### config.mk
export PLATFORM = sky130hd
export DESIGN_NAME = jtag_modport_slave
export DESIGN_NICKNAME = d
export VERILOG_FILES = /design/src/rtl/jtag_modport_slave.sv
export SDC_FILE = /design/constraint.sdc
export NUM_CORES = 1
export LEC_CHECK = 0
export ABC_CLOCK_PERIOD_IN_PS = 1850
export CAP_MARGIN = 15
export CORE_ASPECT_RATIO = 0.75
export CORE_MARGIN = 2
export CORE_UTILIZATION = 35
export CTS_CLUSTER_DIAMETER = 200
export DETAILED_ROUTE_END_ITERATION = 16
export SKIP_CTS_REPAIR_TIMING = 1
export SLEW_MARGIN = 25
export SYNTH_ARGS = -nofsm -noshare
export SYNTH_HDL_FRONTEND = slang
export SYNTH_SLANG_ARGS = --single-unit
### constraint.sdc
create_clock -name tck -period 1.85 [get_ports tck]
set_clock_uncertainty 0.05 [all_clocks]
set_input_delay 0.2775 -clock tck [delete_from_list [all_inputs] [get_ports tck]]
set_output_delay 0.2775 -clock tck [all_outputs]
set_load 0.1 [all_outputs]
### src/rtl/jtag_modport_slave.sv
// jtag_modport_slave: IEEE 1149.1-style TAP slave with a 16-state TAP
// controller, an instruction register and three data registers (BYPASS,
// IDCODE and a JTAG read/write USER configuration word).
module jtag_modport_slave #(
  parameter int          IR_W       = 4,
  parameter logic [31:0] IDCODE_VAL = 32'h4A11_0E3F,
  parameter int          USER_W     = 32
) (
  input  logic              tck,
  input  logic              trst,
  input  logic              POWER_OK,
  input  logic              tms,
  input  logic              tdi,
  output logic              tdo,
  output logic [USER_W-1:0] user_data,
  output logic [IR_W-1:0]   ir_value
);

  typedef enum logic [3:0] {
    TLR, RTI,
    SEL_DR, CAP_DR, SH_DR, EX1_DR, PA_DR, EX2_DR, UPD_DR,
    SEL_IR, CAP_IR, SH_IR, EX1_IR, PA_IR, EX2_IR, UPD_IR
  } tap_state_t;

  localparam logic [IR_W-1:0] IR_IDCODE  = IR_W'(4'b0001);
  localparam logic [IR_W-1:0] IR_USER    = IR_W'(4'b0010);
  localparam logic [IR_W-1:0] IR_CAPTURE = IR_W'(4'b0101);

  tap_state_t        state;
  tap_state_t        next_state;
  logic              rst_n;
  logic              sel_idcode;
  logic              sel_user;
  logic [IR_W-1:0]   ir_sr;
  logic              bypass_sr;
  logic [31:0]       idcode_sr;
  logic [USER_W-1:0] user_sr;

  // A power-fail indication is treated exactly like a TAP reset.
  assign rst_n = trst & POWER_OK;

  // Any code other than IDCODE or USER falls back to BYPASS.
  assign sel_idcode = (ir_value == IR_IDCODE);
  assign sel_user   = (ir_value == IR_USER);

  // TAP controller state register.
  always_ff @(posedge tck) begin
    if (!rst_n) state <= TLR;
    else        state <= next_state;
  end

  // Standard 1149.1 next-state decode on tms.
  always_comb begin
    next_state = state;
    unique case (state)
      TLR:    next_state = tms ? TLR    : RTI;
      RTI:    next_state = tms ? SEL_DR : RTI;
      SEL_DR: next_state = tms ? SEL_IR : CAP_DR;
      CAP_DR: next_state = tms ? EX1_DR : SH_DR;
      SH_DR:  next_state = tms ? EX1_DR : SH_DR;
      EX1_DR: next_state = tms ? UPD_DR : PA_DR;
      PA_DR:  next_state = tms ? EX2_DR : PA_DR;
      EX2_DR: next_state = tms ? UPD_DR : SH_DR;
      UPD_DR: next_state = tms ? SEL_DR : RTI;
      SEL_IR: next_state = tms ? TLR    : CAP_IR;
      CAP_IR: next_state = tms ? EX1_IR : SH_IR;
      SH_IR:  next_state = tms ? EX1_IR : SH_IR;
      EX1_IR: next_state = tms ? UPD_IR : PA_IR;
      PA_IR:  next_state = tms ? EX2_IR : PA_IR;
      EX2_IR: next_state = tms ? UPD_IR : SH_IR;
      UPD_IR: next_state = tms ? SEL_DR : RTI;
      default: next_state = TLR;
    endcase
  end

  // Instruction register: capture, shift, update; forced to IDCODE on entering or sitting in TLR.
  always_ff @(posedge tck) begin
    if (!rst_n) begin
      ir_sr    <= '0;
      ir_value <= IR_IDCODE;
    end else begin
      unique case (state)
        CAP_IR:  ir_sr    <= IR_CAPTURE;
        SH_IR:   ir_sr    <= {tdi, ir_sr[IR_W-1:1]};
        UPD_IR:  ir_value <= ir_sr;
        default: ;
      endcase
      if (next_state == TLR) ir_value <= IR_IDCODE;
    end
  end

  // Data registers: only the register selected by the current instruction captures or shifts; pause states hold.
  always_ff @(posedge tck) begin
    if (!rst_n) begin
      bypass_sr <= 1'b0;
      idcode_sr <= '0;
      user_sr   <= '0;
      user_data <= '0;
    end else begin
      unique case (state)
        CAP_DR: begin
          if (sel_user)        user_sr   <= user_data;
          else if (sel_idcode) idcode_sr <= IDCODE_VAL;
          else                 bypass_sr <= 1'b0;
        end
        SH_DR: begin
          if (sel_user)        user_sr   <= {tdi, user_sr[USER_W-1:1]};
          else if (sel_idcode) idcode_sr <= {tdi, idcode_sr[31:1]};
          else                 bypass_sr <= tdi;
        end
        UPD_DR: begin
          if (sel_user) user_data <= user_sr;
        end
        default: ;
      endcase
    end
  end

  // tdo presents the LSB about to be shifted out so a rising-edge sampler sees it first.
  always_comb begin
    tdo = 1'b0;
    if (state == SH_DR) begin
      if (sel_user)        tdo = user_sr[0];
      else if (sel_idcode) tdo = idcode_sr[0];
      else                 tdo = bypass_sr;
    end else if (state == SH_IR) begin
      tdo = ir_sr[0];
    end
  end

endmodule

**Yosys cells after proc, flatten, opt, wreduce, memory -nomap -nowiden**

Cells that the tools add are included.

- Register bits after elaboration: 109
- Input bits: 5
- Output and inout port bits: 37
- Logic and storage cells: 77

- Equality and inequality tests: 25
- Multiplexer cells: 31
- Bitwise gates (word level): 2
- Reductions and logical operators: 12

Operators by type and width:

| kind | count |
|---|---|
| 32-bit 2-to-1 mux | 6 |
| 32-bit one-hot mux with 2 select lines | 2 |
| 4-bit one-hot mux with 12 select lines | 1 |
| 4-bit equality test (second input constant) | 8 |
| 4-bit by 3-bit equality test with 1-bit output (second input constant) | 4 |
| 4-bit 2-to-1 mux | 4 |
| 2-bit != test (second input constant) | 8 |
| 4-bit by 2-bit equality test with 1-bit output (second input constant) | 3 |
| 1-bit 2-to-1 mux | 11 |
| 5-bit AND reduction | 2 |
| 4-bit by 1-bit equality test with 1-bit output (second input constant) | 2 |
| 4-bit zero test | 2 |
| 4-bit one-hot mux with 2 select lines | 1 |
| 2-bit 2-to-1 mux | 3 |
| 3-bit 2-to-1 mux | 2 |
| 2-bit OR reduction | 3 |
| 2-bit nonzero test | 2 |
| 3-bit AND reduction | 1 |
| 3-bit OR reduction | 1 |
| 1-bit one-hot mux with 2 select lines | 1 |
| 2-bit AND reduction | 1 |
| 1-bit AND | 1 |
| 1-bit inverter | 1 |

**Depth between registers and ports, before layout**

Gate-level depths: netlist of run 1.

- Depth after elaboration: 5
- Gate-level depth with buffers: 8
- Mapped depth without buffers: 4

**Worst setup path before layout of run 1**

OpenSTA, ideal clock, no wires.

- Path kind: register to output
- Start point: register ir_value[1]
- End point: output port tdo
- Data arrival time: 2.364 ns
- Required time: 1.522 ns
- Slack: -0.841 ns
- Stages on the path, launching flop included: 5
- Buffers on the path: 0
- Cell sequence: dfxtp_1 -> or4b_4 -> o21ai_0 -> a21oi_1 -> a32o_1

- Cells in the longest elaborated chain, start to end: 4
- Elaborated cells between the ends (all ways): 5
- Classes of those cells: eq/ne (2); mux (3)

RTL lines:

| item | line | text |
|---|---|---|
| start, declared | 16 | `output logic [IR_W-1:0] ir_value` |
| start signal, assigned | 85 | `UPD_IR: ir_value <= ir_sr;` |
| 4-bit by 1-bit equality test with 1-bit output | 43 | `assign sel_idcode = (ir_value == IR_IDCODE);` |
| 1-bit 2-to-1 mux | 124 | `else if (sel_idcode) tdo = idcode_sr[0];` |
| 1-bit 2-to-1 mux * | 123 | `if (sel_user) tdo = user_sr[0];` |
| 1-bit 2-to-1 mux * | 122 | `if (state == SH_DR) begin` |
| end, declared | 14 | `output logic tdo,` |

Mark *: on every way between the ends. The rest lies on a longest branch, timed or not.

**Final worst setup path of run 1**

- Start point: register ir_value[3]
- End point: output port tdo

The elaborated chain is that of the path after synthesis.

==> run metrics, run 1 <==
Final setup viols 82; Clk pwr share 44.4%; simple-gate share of the synthesized area 20.8%; Root Driver clkbuf_16; critical path startpoint category flop; GR Util All Layers 15.3%; IO Count 42; part of the Yosys area used for sequential elements 50.1%; Placer Congestion 0.776; Synth Register Bits 109; period utilization 117%; synthesized area per cell 8.44 µm²; Seq pwr share 53.2%; Reg area 0.00219 mm²; Post-Syn Area 0.00435 mm²; post-synthesis mux area share 0.460%; fin crit period 2160 ps; number of CTS-inserted buffers 9; Synth Flop Type dfxtp_1; maximum vdd drop 0.511 mV; area grow syn2layout 39.2%; leakage power 1.97 nW; Row Count 35; CP required 1520 ps; core area 0.0122 mm²; Min-Delay Startpoint user_sr[23]; DRT iter0 DRCs 291; status finished, violations left; Pins Over Slew Limit 0; Post-synth EDFFs 0; first-pass GRT wire length 16800 µm; initial antenna violation count 0; Post-Syn Nets 521; Net Switching 0.957 mW; worst reg2reg startpoint ir_value[3]; Filler Cells Inserted 1083; chip height 101 µm; Final #Nets 576; max-cap violations 0; most frequent cells in the layout 133 x nand2_1, 105 x dfxtp_1, 62 x nor2_1; TritonCTS Sinks 109; flop2flop setup slack -260 ps; Worst Setup SP ir_value[3]; max_slew headroom 67.5%; YS warnings 0; largest family of logic cells by synthesized area compound AO/OA/AOI/OAI gates; Routed Antenna Nets 0; CP Data Arrival Time 1830 ps; Reg2Reg Depth 8; internal cell power 3.45 mW; ys async rst share 0%; failing checks setup timing; Setup Crit Path Kind flop to output port; DRC 0; Switching Share 21.7%; antenna cell count 0; fin cells 742; CTS max path bufs 2; Post-Synth Adder-Cell Area 0%; combinational power share 2.4%; DR vias/cell 5.36; Avg WL per Cell 15.7 µm; Worst-path clk slew 70 ps; count of final hold-check violations 0; GRT overflow 0; Initial Utilization 35.6%; Max Fclk 464 MHz; largest net degree at the start of global routing 65; Syn Inst Count 516; compound-gate portion of the synthesized area 22.4%; multi-input logic area 0.00198 mm²; WL final 11600 µm; most common cell after layout, fill and taps aside nand2_1; power density over cell area 727 mW/mm²; share of cells above drive strength 1 22.9%; Die Width 133 µm; Worst Hold Endpoint user_data[23]; DP HPWL 6310 µm; placed cells 705; worst reg2reg endpoint user_sr[30]; H-tree level count 3; worst hold path cell count 2; Port Buf Inserts 41; Min Hold Slack 421 ps; CTS tree done; Final WS setup -306 ps; Skew-Pair Late Insertion Delay 340 ps; die area 0.0134 mm²; critical path fanouts, max 2; Synth Area in XOR/XNOR 0.604%; First-pass DRT Iterations 6; via count 3979; setup repair after global routing missed its margin yes; Worst Max-Slew Pin Slew 482 ps; Unique masters post-synth 39; Critical Path End Type output port; Hold Path Class flop to flop; vias in the first global route 3334
==> state kept, by name, summed over array words and instances (netlist names) <==
| name | cells |
|---|---|
| ir_sr | 4 |
| user_sr | 32 |
| idcode_sr | 32 |
| state | 4 |
| ir_value | 4 |
| user_data | 32 |
| bypass_sr | 1 |
==> layout make-up <==
| cell class | count | share of cell area (%) |
|---|---|---|
| tap | 166 | 3.43 |
| clock buffer | 11 | 3.84 |
| sequential | 109 | 36.2 |
| inverter | 6 | 0.372 |
| clock inverter | 5 | 1.09 |
| multi-input combinational | 356 | 32.6 |
| timing repair buffer | 89 | 22.4 |
==> stage by stage <==
stage               total power, mW  TNS [ps]  cell area, µm²  worst slack [ps]  utilization [%]
global route                   4.57    -18180            6060              -370             49.6
finish                         4.41    -13280            6060              -306             49.6
global placement               2.50     -2230            5420             -73.0             44.3
CTS                            4.44     -5370            5720              -431             46.8
floorplan                      2.46    -11170            4380              -293                -
detailed placement             2.50     -4100            5420              -128             44.3
==> power groups by stage <==
stage	clock (mW)	combinational [mW]	sequential (mW)
after detailed placement	0	0.103	2.40
after global routing	2.11	0.114	2.34
after CTS	1.99	0.103	2.34
after floorplan	0	0.0563	2.40
after global placement	0	0.101	2.40
final	1.96	0.105	2.34
==> routing by layer <==
layer  track usage [%]  vias up  part of all wire [%]
met3              4.37        9                   5.1
met1              21.5     1919                    49
met2              23.6      117                    45
li1                  -     1934                     -
met4              3.31        0                   1.0
met5                 0        -                     0
==> synth_stat cells, types with 2 or more instances <==
library cell	n	share of area [%]
a22oi_1	18	3.1
nand2_1	136	12
a311oi_1	34	6.8
and2_1	3	0.43
nor4b_2	2	0.69
o21ai_0	13	1.5
o221a_2	14	3.6
buf_2	16	1.8
nor2_1	62	5.3
clkbuf_1	22	1.9
o211ai_1	2	0.34
a31oi_1	2	0.29
nand3_1	5	0.57
nor2b_1	2	0.29
or4b_1	2	0.46
buf_6	3	0.78
inv_1	6	0.52
buf_4	3	0.52
xor2_1	2	0.40
a21oi_1	41	4.7
mux2i_1	2	0.46
dfxtp_1	109	50
==> how the worst max path moves through the flow <==
stage | end | slack, ps | depth (start not counted)
3_5_place_dp | user_sr[10] | -130 | 5
4_1_cts | tdo | -430 | 5
2_1_floorplan | user_data[0] | -290 | 6
5_1_grt | tdo | -370 | 5
3_3_place_gp | user_sr[31] | -70 | 5
6_report | tdo | -310 | 5
==> critical path, stage by stage (launching register included) <==
cell and delay, ps:
dfxtp_4 340, or4b_4 540, o21ai_2 140, a21oi_1 60, a32o_2 240, buf_12 170
==> logic make-up after synthesis <==
| logic type | count (synthesis) |
|---|---|
| AND/OR/NAND/NOR | 218 |
| AO/OA/AOI/OAI | 133 |
| flip-flops | 109 |
| buffers and inverters | 51 |
| XOR/XNOR | 3 |
| multiplexers | 2 |
No activity file was read; power rests on OpenSTA's default activity.
==> run 2: changes to the inputs <==
--- a/config.mk
+++ b/config.mk
@@ -9,11 +9,12 @@
 export CAP_MARGIN = 15
 export CORE_ASPECT_RATIO = 0.75
 export CORE_MARGIN = 2
-export CORE_UTILIZATION = 35
+export CORE_UTILIZATION = 51
 export CTS_CLUSTER_DIAMETER = 200
 export DETAILED_ROUTE_END_ITERATION = 16
+export PLACE_DENSITY = 0.75
 export SKIP_CTS_REPAIR_TIMING = 1
-export SLEW_MARGIN = 25
+export SLEW_MARGIN = 20
 export SYNTH_ARGS = -nofsm -noshare
 export SYNTH_HDL_FRONTEND = slang
 export SYNTH_SLANG_ARGS = --single-unit
==> run metrics, run 2 (same netlist as run 1, synthesis figures left out) <==
leakage power 2.30 nW; pre-CTS setup slack -117 ps; GRT overflow 0; H-tree level count 3; DR vias/cell 6.02; DP HPWL 6150 µm; antenna cell count 0; critical-path cell list or4b_4 -> o21ai_2 -> a21oi_1 -> a32o_2 -> buf_12; CTS tree done; CTS max path bufs 2; initial antenna violation count 0; via count 4046; setup repair after global routing missed its margin yes; Largest delay share family, worst path simple AND/OR/NAND/NOR gates; Final WS setup -319 ps; chip height 84.0 µm; CP Data Arrival Time 1840 ps; Skew-Pair Late Insertion Delay 350 ps; Final setup viols 66; most common cell after layout, fill and taps aside dfxtp_1; placed inst area 0.00528 mm²; share of cells above drive strength 1 31.9%; CP required 1520 ps; power density over cell area 714 mW/mm²; failing checks setup timing; WL final 12100 µm; Worst-path clk slew 80 ps; critical path startpoint category flop; Row Count 29; Root Driver clkbuf_16; IO Count 42; max-cap violations 0; DRT iter0 DRCs 373; most frequent cells in the layout 105 x dfxtp_1, 104 x nand2_1, 61 x nor2_1; Pins Over Slew Limit 0; Placer Congestion 0.809; maximum vdd drop 0.519 mV; number of CTS-inserted buffers 9; final instance area 0.00609 mm²; Port Buf Inserts 41; TritonCTS Sinks 109; Critical Path End Type output port; Max Fclk 461 MHz; first-pass GRT wire length 16400 µm; First-pass DRT Iterations 7; setup_tns -14180 ps; Worst Max-Slew Pin Slew 430 ps; Crit-path slowest cell or4b_4; fin crit period 2170 ps; Routed Antenna Nets 0; vias in the first global route 3463; period utilization 117%; Setup Crit Path Kind flop to output port; Buf+Inv Stages, Crit Path 1; die area 0.00930 mm²; count of final hold-check violations 0; largest registers idcode_sr x32, user_data x32, user_sr x32; GR Util All Layers 21.4%; fin cells 672; Die Width 111 µm; largest net degree at the start of global routing 65; placed cells 646; Hold Path Class flop to flop; max_slew headroom 71.0%; Initial Utilization 51.9%; Filler Cells Inserted 551; area grow syn2layout 40.0%; critical path fanouts, max 2; core area 0.00838 mm²; Final Power 4.35 mW; Worst path max stage delay 560 ps; status finished, violations left; Final #Nets 564; DRC 0; Avg WL per Cell 18.0 µm
[run 2: cell count changes in the layout (fill, tap and decap cells not counted), sizes merged]
cell,change
clkbuf,-3
clkinv,+1
buf,-10
bufinv,-1
inv,+1
[run 2: through the flow]
stage	util (%)	hold slack [ps]
finish	72.7	428
detailed placement	62.9	407
global placement	62.9	404
CTS	66.4	421
global route	72.7	436
floorplan	-	392
[run 2: power breakdown]
part           internal [mW]  total, mW  switching, mW
combinational         0.0332      0.106         0.0726
sequential              2.34       2.34        0.00126
clock                  0.976       1.90          0.928
total                   3.35       4.35           1.00
[run 2: routing by layer]
layer	wire (µm)	share of wire (%)	track usage, %	vias up
met1	5140	43	28.7	1971
li1	-	-	-	1886
met4	202	1.7	5.11	0
met5	0	0	0	-
met2	5920	49	34.4	168
met3	819	6.8	6.10	21
[run 2: layout make-up]
type,instances,area (µm²),share of cell area (%)
multi-input combinational,356,2290,37.5
sequential,109,2190,36.0
timing repair buffer,77,1160,19.1
clock buffer,10,239,3.92
tap,108,135,2.22
clock inverter,6,55.1,0.903
inverter,6,22.5,0.370
[run 2: final timing paths]
kind | from | endpoint | slack, ps | depth (start not counted)
min | user_sr[20] | user_data[20] | 430 | 2
max | ir_value[3] | tdo | -320 | 5
max reg2reg | ir_value[3] | user_data[19] | -320 | 8
min reg2reg | user_sr[20] | user_data[20] | 430 | 2
[run 2: worst min-delay path, delay by kind of cell (launching register included)]
family,cells,cell delay [ps]
DFF,1,330
and+or+nand+nor,1,60
AOI/OAI and AO/OA,1,50
==> run 3: changes to the inputs <==
--- a/config.mk
+++ b/config.mk
@@ -5,14 +5,13 @@
 export SDC_FILE = /design/constraint.sdc
 export NUM_CORES = 1
 export LEC_CHECK = 0
-export ABC_CLOCK_PERIOD_IN_PS = 1850
 export CAP_MARGIN = 15
 export CORE_ASPECT_RATIO = 0.75
 export CORE_MARGIN = 2
 export CORE_UTILIZATION = 51
 export CTS_CLUSTER_DIAMETER = 200
 export DETAILED_ROUTE_END_ITERATION = 16
-export PLACE_DENSITY = 0.75
+export PLACE_DENSITY = 0.74
 export SKIP_CTS_REPAIR_TIMING = 1
 export SLEW_MARGIN = 20
 export SYNTH_ARGS = -nofsm -noshare
==> run metrics, run 3 (same netlist as run 1, synthesis figures left out) <==
H-tree level count 3; setup repair after global routing missed its margin yes; Buf+Inv Stages, Crit Path 1; Row Count 29; Worst-path clk slew 70 ps; worst reg2reg endpoint user_data[30]; most common cell after layout, fill and taps aside nand2_1; critical path fanouts, max 3; Crit-path slowest cell or4b_4; max_slew headroom 67.4%; Min-Delay Startpoint user_sr[23]; IO Count 42; Final WS setup -306 ps; Die Width 111 µm; Worst Hold Endpoint user_data[23]; CTS max path bufs 2; Skew-Pair Late Insertion Delay 340 ps; Worst Max-Slew Pin Slew 484 ps; vias in the first global route 3555; Port Buf Inserts 41; GRT overflow 0; core area 0.00838 mm²; Final Power 4.28 mW; CTS tree done; count of final hold-check violations 0; DR vias/cell 5.79; CP Data Arrival Time 1830 ps; most frequent cells in the layout 135 x nand2_1, 105 x dfxtp_1, 62 x nor2_1; Final #Nets 564; Hold Path Class flop to flop; GR Util All Layers 20.8%; multi-input logic area 0.00197 mm²; Filler Cells Inserted 627; Largest delay share family, worst path simple AND/OR/NAND/NOR gates; die area 0.00930 mm²; maximum vdd drop 0.546 mV; area grow syn2layout 31.8%; WL final 10300 µm; status finished, violations left; Setup Crit Path Kind flop to output port; Final setup viols 53; Routed Antenna Nets 0; Placer Congestion 0.856; DRT iter0 DRCs 275; leakage power 1.87 nW; flop2flop setup slack -120 ps; worst reg2reg startpoint ir_value[3]; Avg WL per Cell 15.3 µm; power density over cell area 746 mW/mm²; Initial Utilization 51.9%; largest net degree at the start of global routing 65; antenna cell count 0; Worst path max stage delay 550 ps; worst hold path cell count 2; first-pass GRT wire length 16300 µm; Max Fclk 464 MHz; pre-CTS setup slack -93.5 ps; share of cells above drive strength 1 20.9%; fin crit period 2160 ps; critical-path cell list or4b_4 -> o21ai_2 -> a21oi_1 -> a32o_2 -> buf_12; Root Driver clkbuf_16; Pins Over Slew Limit 0; critical path startpoint category flop; largest registers idcode_sr x32, user_data x32, user_sr x32; First-pass DRT Iterations 5; Reg area 0.00219 mm²; CP required 1520 ps; max-cap violations 0; TritonCTS Sinks 109; DRC 0; period utilization 117%; DP HPWL 5990 µm; Min Hold Slack 423 ps; via count 3891; chip height 84.0 µm; Reg2Reg Depth 5; failing checks setup timing; Critical Path End Type output port; initial antenna violation count 0; number of CTS-inserted buffers 9
-- run 3: cell count changes in the layout (fill, tap and decap cells not counted), sizes merged --
cell / change
inv: -1
clkinv: +1
buf: +1
clkinvlp: -1
-- run 3: where the power goes --
part | switching, mW | internal, mW | leakage (nW)
registers | 0.00159 | 2.34 | 0.880
logic | 0.0656 | 0.0351 | 0.847
clock network | 0.844 | 0.991 | 0.148
-- run 3: stage by stage --
step | util, % | std cells | TNS (ps) | area, µm²
5_1_grt | 68.4 | 672 | -8350 | 5740
4_1_cts | 66.6 | 665 | -3850 | 5580
3_3_place_gp | 63.2 | 649 | -1300 | 5300
3_5_place_dp | 63.2 | 649 | -3160 | 5300
6_report | 68.4 | 672 | -3890 | 5740
2_1_floorplan | - | 516 | -11170 | 4380
-- run 3: metal layers --
metal / up-vias / wire length (µm) / global-route usage (%)
met4: 0 / 145 / 5.68
met2: 88 / 4820 / 33.9
met3: 13 / 448 / 4.07
met5: - / 0 / 0
li1: 1891 / - / -
met1: 1899 / 4890 / 28.4
-- run 3: layout make-up --
type	instances	area share, %
multi-input cells	356	34.3
clock inverters	5	0.567
clock buffers	11	4.41
well taps	108	2.36
inverters	6	0.393
repair buffers	77	19.7
flip-flops and latches	109	38.3
-- run 3: worst max-delay path by stage --
stage,start,to,slack [ps],cells after the start
2_1_floorplan,ir_value[1],user_data[0],-290,6
3_3_place_gp,ir_value[3],user_data[19],-40,5
3_5_place_dp,state[0],user_sr[0],-90,5
4_1_cts,state[0],tdo,-410,6
5_1_grt,ir_value[3],tdo,-350,5
6_report,ir_value[3],tdo,-310,5
-- run 3: worst reg2reg max path, cell delays in order (launching register included) --
cell and delay [ps]:
dfxtp_4 340, or4b_4 550, or4b_1 540, buf_12 200, nand2_1 110, a21oi_1 70
